File: src/rtl/sw_capture_4b.sv
// sw_capture_4b: debounced 4-bit switch capture feeding a 4-bit enable register.
//
// The switch vector is synchronized, and a change must hold steady for DEB_CYCLES
// consecutive cycles. The block then issues exactly one single-cycle write strobe
// that carries the settled value.
//
// Ports:
//   clk      in   1  system clock, rising edge
//   rst_n    in   1  synchronous active-low reset
//   sw_in    in   4  raw asynchronous switch levels
//   wr_en    out  1  one-cycle write strobe (state == COMMIT)
//   wr_data  out  4  value to write; holds last committed value between strobes
//   stable   out  4  current debounced (last committed) value
//   busy     out  1  high while a change is settling or committing
module sw_capture_4b #(
  parameter int unsigned DEB_CYCLES = 1250000,
  parameter int unsigned CNT_W      = $clog2(DEB_CYCLES + 1)
) (
  input  logic       clk,
  input  logic       rst_n,
  input  logic [3:0] sw_in,
  output logic       wr_en,
  output logic [3:0] wr_data,
  output logic [3:0] stable,
  output logic       busy
);

  typedef enum logic [1:0] {
    StIdle   = 2'd0,
    StSettle = 2'd1,
    StCommit = 2'd2
  } state_e;

  localparam logic [CNT_W-1:0] CntLast = CNT_W'(DEB_CYCLES - 1);

  logic [3:0]       sync1_q;
  logic [3:0]       s_q;
  state_e           state_q;
  logic [3:0]       cand_q;
  logic [CNT_W-1:0] cnt_q;
  logic [3:0]       stable_q;
  logic [3:0]       wr_data_q;

  // Two-flop synchronizer; nothing else looks at sw_in.
  always_ff @(posedge clk) begin
    if (!rst_n) begin
      sync1_q <= 4'b0;
      s_q     <= 4'b0;
    end else begin
      sync1_q <= sw_in;
      s_q     <= sync1_q;
    end
  end

  always_ff @(posedge clk) begin
    if (!rst_n) begin
      state_q   <= StIdle;
      cand_q    <= 4'b0;
      cnt_q     <= '0;
      stable_q  <= 4'b0;
      wr_data_q <= 4'b0;
    end else begin
      unique case (state_q)
        StIdle: begin
          if (s_q != stable_q) begin
            cand_q  <= s_q;
            cnt_q   <= '0;
            state_q <= StSettle;
          end
        end
        StSettle: begin
          if (s_q == stable_q) begin
            // Input fell back to the committed value: drop the candidate silently.
            cnt_q   <= '0;
            state_q <= StIdle;
          end else if (s_q != cand_q) begin
            // Any bit change restarts the settle window on the new vector.
            cand_q <= s_q;
            cnt_q  <= '0;
          end else if (cnt_q == CntLast) begin
            wr_data_q <= cand_q;
            stable_q  <= cand_q;
            state_q   <= StCommit;
          end else begin
            cnt_q <= cnt_q + 1'b1;
          end
        end
        StCommit: begin
          // Input is ignored here; a pending difference is seen next IDLE cycle.
          cnt_q   <= '0;
          state_q <= StIdle;
        end
        default: begin
          cnt_q   <= '0;
          state_q <= StIdle;
        end
      endcase
    end
  end

  assign wr_en   = (state_q == StCommit);
  assign busy    = (state_q != StIdle);
  assign wr_data = wr_data_q;
  assign stable  = stable_q;

endmodule

File: config.mk
export PLATFORM = sky130hd
export DESIGN_NAME = sw_capture_4b
export DESIGN_NICKNAME = d
export VERILOG_FILES = /design/src/rtl/sw_capture_4b.sv
export SDC_FILE = /design/constraint.sdc
export NUM_CORES = 1
export LEC_CHECK = 0
export CAP_MARGIN = 10
export CORE_MARGIN = 2
export CORE_UTILIZATION = 45
export CTS_CLUSTER_DIAMETER = 100
export CTS_CLUSTER_SIZE = 10
export DETAILED_ROUTE_END_ITERATION = 6
export GPL_TIMING_DRIVEN = 1
export SKIP_CTS_REPAIR_TIMING = 1
export SKIP_LAST_GASP = 1
export SYNTH_ARGS = -nofsm -noshare
export SYNTH_HDL_FRONTEND = slang
export SYNTH_SLANG_ARGS = --single-unit
File: constraint.sdc
create_clock -name clk -period 4.4 [get_ports clk]
set_input_delay 0.66 -clock clk [delete_from_list [all_inputs] [get_ports clk]]
set_output_delay 0.66 -clock clk [all_outputs]
set_load 0.005 [all_outputs]
[Word level (Yosys, flattened, before mapping)]
Index checks and enable logic that the tools add are counted.
Storage, ports and cells
  register bits: 39
  bits of input ports: 6
  output and inout port bits: 10
  word-level logic and storage cells: 42
Cells by class
  add/sub/neg operators: 1
  equal/unequal tests: 12
  multiplexer cells: 14
  bitwise operators: 2
  reductions and logical operators: 7
Operators by type and width (number)
  $mux 21: 4
  $pmux 21 s2: 1
  $add 21x1->21 const B: 1
  $eq 21x21->1 const B: 1
  $mux 4: 3
  $mux 2: 4
  $ne 4x4->1: 2
  $pmux 4 s2: 1
  $reduce_and 4->1: 2
  $ne 2x2->1 const B: 3
  $ne 3x3->1 const B: 2
  $eq 4x4->1: 1
  $ne 4x4->1 const B: 1
  $pmux 2 s2: 1
  $reduce_bool 2->1: 2
  $reduce_and 3->1: 1
  $eq 2x1->1 const B: 1
  $eq 2x2->1 const B: 1
  $logic_not 2->1: 1
  $not 1->1: 2
  $reduce_and 2->1: 1

[Depth between registers and ports, before layout]
Gate-level depths: netlist of run 1.
  depth after elaboration: 5
  mapped depth: 8
  gate-level depth less buffers: 7

[Worst setup path before layout of run 1]
No wires, ideal clock.
  path type: register to register
  start: reg cnt_q[0]
  end: reg cnt_q[16]
  library setup time: 0.072 ns
  arrival time: 2.040 ns
  setup slack: 2.289 ns
  cell stages (with the launch flop): 9
  buffers on the path: 1
  cell sequence: dfxtp_1 -> ha_1 -> nand3_2 -> or4_4 -> nor4_4 -> a21o_4 -> buf_8 -> a22oi_2 -> mux2i_1
On the way
  longest elaborated chain between the ends: 5
Ends and longest elaborated chain
  start: declaration: line 40  | logic [CNT_W-1:0] cnt_q;
  start signal: assignment: line 85  | cnt_q <= cnt_q + 1'b1;
  $add 21x1->21: line 85
  $mux 21: line 80  | end else if (cnt_q == CntLast) begin
  $mux 21: line 76  | end else if (s_q != cand_q) begin
  $mux 21: line 72  | if (s_q == stable_q) begin
  $pmux 21 s2: line 63  | unique case (state_q)
Parallel ways exist; a longest one is shown, timed or not. The select of a mux whose other input is x is not followed.
A chain may end at the register's enable or synchronous reset.

==> results of run 1 <==
sequential cells by signal, indices dropped and copies added, names as in the netlist:
register  flops
cand_q        4
cnt_q        21
s_q           4
state_q       2
sync1_q       4
wr_data       4
worst paths after layout:
check,end,from,cells after the start
worst min-delay path,s_q[2],sync1_q[2],1
worst max register to register,cnt_q[9],cnt_q[0],7
worst min register to register,s_q[2],sync1_q[2],1
worst max-delay path,cnt_q[14],rst_n,6
cell families after synthesis:
kind of cell | count (synthesis) | share of synthesized area
multiplexers | 6 | 0.03291
XOR/XNOR | 16 | 0.07522
adder cells (fa/ha/maj) | 1 | 0.006715
AND/OR/NAND/NOR | 94 | 0.3049
AO/OA/AOI/OAI | 32 | 0.1175
buffers and inverters | 14 | 0.04365
flip-flops | 39 | 0.4191
where the power goes:
part	switching, mW	internal (mW)
logic	0.0360	0.0240
registers	0.00475	0.359
clock network	0.123	0.183
total	0.164	0.566
metal layers:
layer	up-vias	wire (µm)
met4	0	41
met2	17	1758
met5	-	0
met3	4	112
met1	687	1881
li1	739	-
synth_stat cells (2+ instances only):
master	instances	area, µm²
or3_1	4	25.02
xor2_1	5	43.79
clkbuf_1	4	15.01
a21oi_1	9	45.04
a31o_2	3	26.28
nand3_1	16	80.08
a21boi_0	4	30.03
nor2b_1	3	18.77
o21ai_0	2	10.01
o21ai_1	4	20.02
xnor2_1	11	96.34
and2_1	12	75.07
nor4b_1	2	17.52
nor2_1	12	45.04
nand4_1	5	31.28
dfxtp_1	39	780.8
buf_4	4	30.03
or4_1	3	22.52
mux2i_1	5	50.05
inv_1	3	11.26
buf_2	2	10.01
nor4_4	3	63.81
o31ai_1	6	45.04
nand2_1	15	56.30
and3_1	10	62.56
nor3_1	2	10.01
cell type report:
| cell class | count | area (µm²) |
|---|---|---|
| flip-flops and latches | 39 | 780.7 |
| inverters | 3 | 11.26 |
| repair buffers | 16 | 157.7 |
| clock buffers | 6 | 82.58 |
| multi-input cells | 149 | 1001 |
| clock inverters | 2 | 35.03 |
| well taps | 50 | 62.56 |
| fillers | 375 | 1869 |
==> flow_summary.json, run 1 <==
{
  "critPathKind": "input pin to flip-flop",
  "crit_path_max_fanout": 25,
  "remaining_drc_errors": 0,
  "n_antenna_cell": 0,
  "async_flop_share": 0,
  "area_growth_pct": 14.37,
  "tns_ns": 0,
  "cts_buffer_depth": 2,
  "drive_above_1_share": 0.09767,
  "h-tree-depth": 2,
  "avgViaCountPerCell": 5.460,
  "antenna_found_initial": 0,
  "core-area_um2": 4000,
  "worst_ep_arrival_time_ns": 2.98,
  "portBuffers": 15,
  "drt_iter0_drc": 101,
  "p_total_mw": 0.7304,
  "io-pin-count": 16,
  "cts_tree": "yes",
  "status": "completed",
  "layout_commonest_cell": "dfxtp_1",
  "place_ws_ns": 1.353,
  "ys_ff_latch": 39,
  "cts.sinks": 39,
  "instances_no_fill": 265,
  "drv_slew": 0,
  "cp_cell_sequence": "clkdlybuf4s50_1, nand2_1, nor4_4, o21ai_1, o31ai_1, a31o_2",
  "finalCriticalPeriod_ns": 2.740,
  "dp.cells": 257,
  "synth_cell_types": 40,
  "initial_core_util": 0.4657,
  "cts_root_buf": "clkbuf_8",
  "gr-max-usage-layer": "met2",
  "rsz0062_at_grt": "no",
  "clk_latency_ns": 0.29,
  "grt_pass1_vias": 1450,
  "dpl.hpwl_um": 2672,
  "wl_per_cell_um": 14.32,
  "wl_um": 3794,
  "min_period_over_period": 0.6228,
  "grt_overflow": 0,
  "path_buf_inv": 1,
  "ys_seq_area_frac": 0.4191,
  "power_density_nw_per_um2": 342.8,
  "dieWidth_um": 68.35,
  "grt_max_degree": 26,
  "clkTransAtPathRegs_ns": 0.08,
  "hold_class": "flip-flop to flip-flop",
  "synth-edff-count": 0,
  "ff2ff_setup_slack_ns": 2.02,
  "numCtsBuffers": 5,
  "grt_use_met1": 0.2454,
  "dieArea_um2": 4671,
  "post-route-util": 0.5327,
  "worst_ep_required_time_ns": 4.64,
  "fmax_mhz": 364.9,
  "final_cell_mix": "39 x dfxtp_1, 16 x nand3_1, 15 x nand2_1, 15 x clkdlybuf4s50_1",
  "critPathTopFamily": "buffers and inverters",
  "slowest_stage": "clkdlybuf4s50_1",
  "met3_usage": 0.06414,
  "tightest_slew_ns": 0.7403,
  "dr.pass1.iters": 4,
  "vias": 1447,
  "cap_violations": 0,
  "rows": 23,
  "synth_area_um2": 1863,
  "finalSetupViolations": 0,
  "place_congestion": 0.8092,
  "fin_worst_skew_ns": 0.006205,
  "cp-start-kind": "input pin",
  "yosys_warnings": 0,
  "peakVddDrop_mv": 0.1930,
  "design_area_um2": 2131,
  "track_usage": 0.1943,
  "grtUsageMet2": 0.3046,
  "power_leakage_nw": 0.7648,
  "synthFlopType": "dfxtp_1",
  "dpl-instance-area_um2": 2013,
  "syn_area_per_cell_um2": 9.223,
  "nNetsFinal": 221,
  "syn_nets": 209,
  "critPathCaptureType": "flip-flop",
  "syn_inst": 202,
  "hold_slack_ns": 0.4374,
  "slew_headroom": 0.5049,
  "setup_slack_ns": 1.660,
  "die_y_um": 68.35,
  "grt_pass1_wl_um": 6679,
  "antenna_left": 0,
  "slowest_delay_ns": 0.95,
  "finalHoldViolations": 0
}
Power figures use the tool's default switching activity.
==> inputs of run 2 (changes only) <==
PLACE_DENSITY = 0.67   (was default)
clock period = 2.45 ns   (was 4.4 ns; I/O delays follow)
==> flow_summary.json, run 2 (synthesized netlist as in run 1, its figures left out) <==
{
  "status": "completed",
  "holdPathEnd": "s_q[3]",
  "cts_tree": "yes",
  "fmax_mhz": 472.6,
  "fin_worst_skew_ns": 0.008946,
  "antenna_left": 0,
  "instances_no_fill": 270,
  "dp.cells": 262,
  "critPathKind": "flip-flop to flip-flop",
  "grt_max_degree": 19,
  "r2r-end": "wr_data[3]",
  "crit_path_max_fanout": 6,
  "rows": 23,
  "cp-start-kind": "flip-flop",
  "cts_root_buf": "clkbuf_8",
  "slew_headroom": 0.6192,
  "finalSetupViolations": 0,
  "h-tree-depth": 2,
  "peakVddDrop_mv": 0.3038,
  "layout_commonest_cell": "dfxtp_1",
  "grt_pass1_vias": 1267,
  "io-pin-count": 16,
  "hold-path-cell-count": 1,
  "dr.pass1.iters": 5,
  "place_congestion": 0.8095,
  "slowest_delay_ns": 0.45,
  "final_cell_mix": "39 x dfxtp_1, 16 x nand3_1, 15 x nand2_1, 15 x clkdlybuf4s50_1",
  "worst_ep_arrival_time_ns": 2.29,
  "finalHoldViolations": 0,
  "cpMostUsedCell": "nand2_1",
  "design_area_um2": 2168,
  "cts_buffer_depth": 2,
  "cap_violations": 0,
  "worstRegToRegCells": 8,
  "path_buf_inv": 1,
  "dpl.hpwl_um": 2480,
  "hold_class": "flip-flop to flip-flop",
  "critPathTopFamily": "simple AND/OR/NAND/NOR gates",
  "n_antenna_cell": 0,
  "antenna_found_initial": 0,
  "avgViaCountPerCell": 5.204,
  "finalCriticalPeriod_ns": 2.116,
  "vias": 1405,
  "remaining_drc_errors": 0,
  "r2r-start": "cnt_q[0]",
  "dieArea_um2": 4671,
  "clk_latency_ns": 0.29,
  "track_usage": 0.1768,
  "portBuffers": 15,
  "min_period_over_period": 0.8637,
  "tightest_slew_ns": 0.5711,
  "clkTransAtPathRegs_ns": 0.08,
  "cp_cell_sequence": "ha_1, nand3_2, or4_4, nor4_4, buf_4, nand2_1, nand2_1, a21boi_0",
  "numCtsBuffers": 5,
  "rsz0062_at_grt": "no",
  "ff2ff_setup_slack_ns": 0.33,
  "dieWidth_um": 68.35,
  "nNetsFinal": 226,
  "regMostFlops": "cnt_q",
  "dpl-instance-area_um2": 2051,
  "core-area_um2": 4000,
  "power_leakage_nw": 0.7902,
  "wl_um": 3464,
  "drive_above_1_share": 0.1182,
  "slowest_stage": "or4_4",
  "largest_register_ffs": 21,
  "worst_ep_required_time_ns": 2.63,
  "p_total_mw": 1.316,
  "wl_per_cell_um": 12.83,
  "grt_overflow": 0,
  "initial_core_util": 0.4657,
  "tns_ns": 0,
  "grt_pass1_wl_um": 6120,
  "die_y_um": 68.35,
  "area_growth_pct": 16.39,
  "power_density_nw_per_um2": 606.9,
  "drt_iter0_drc": 97,
  "cts.sinks": 39,
  "drv_slew": 0,
  "critPathCaptureType": "flip-flop",
  "hp-start": "sync1_q[3]"
}
[run 2: worst max path at each step]
stage	cells past startpoint	start	end
floorplan	8	cnt_q[0]	cnt_q[16]
global route	8	cnt_q[0]	wr_data[3]
detailed placement	8	cnt_q[0]	wr_data[2]
finish	8	cnt_q[0]	wr_data[3]
CTS	8	cnt_q[0]	wr_data[2]
global placement	8	cnt_q[0]	wr_data[1]
[run 2: per-layer routing]
metal  GRT usage  wire length (µm)
met3     0.04934               127
met5           0                 0
met2      0.2415              1433
met1      0.2576              1843
met4     0.07250                59
[run 2: report_power, final]
part / leakage [nW] / switching [mW] / internal, mW
combinational: 0.413 / 0.0654 / 0.0472
sequential: 0.316 / 0.00852 / 0.645
clock: 0.0612 / 0.220 / 0.329
total: 0.790 / 0.294 / 1.02
[run 2: final cells by class]
type	instances	area, µm²
fill	379	1832
multi-input combinational	149	1001
sequential	39	780.7
timing repair buffer	21	195.2
clock buffer	6	82.58
tap	50	62.56
clock inverter	2	35.03
inverter	3	11.26
[run 2: per-stage QoR]
stage	setup slack, ns	hold WS (ns)	util
finish	0.3340	0.4339	0.5421
global route	0.1705	0.4461	0.5421
CTS	0.3336	0.4351	0.5421
detailed placement	0.3350	0.4169	0.5127
global placement	0.3240	0.4141	0.5127
floorplan	0.3386	0.4119	-
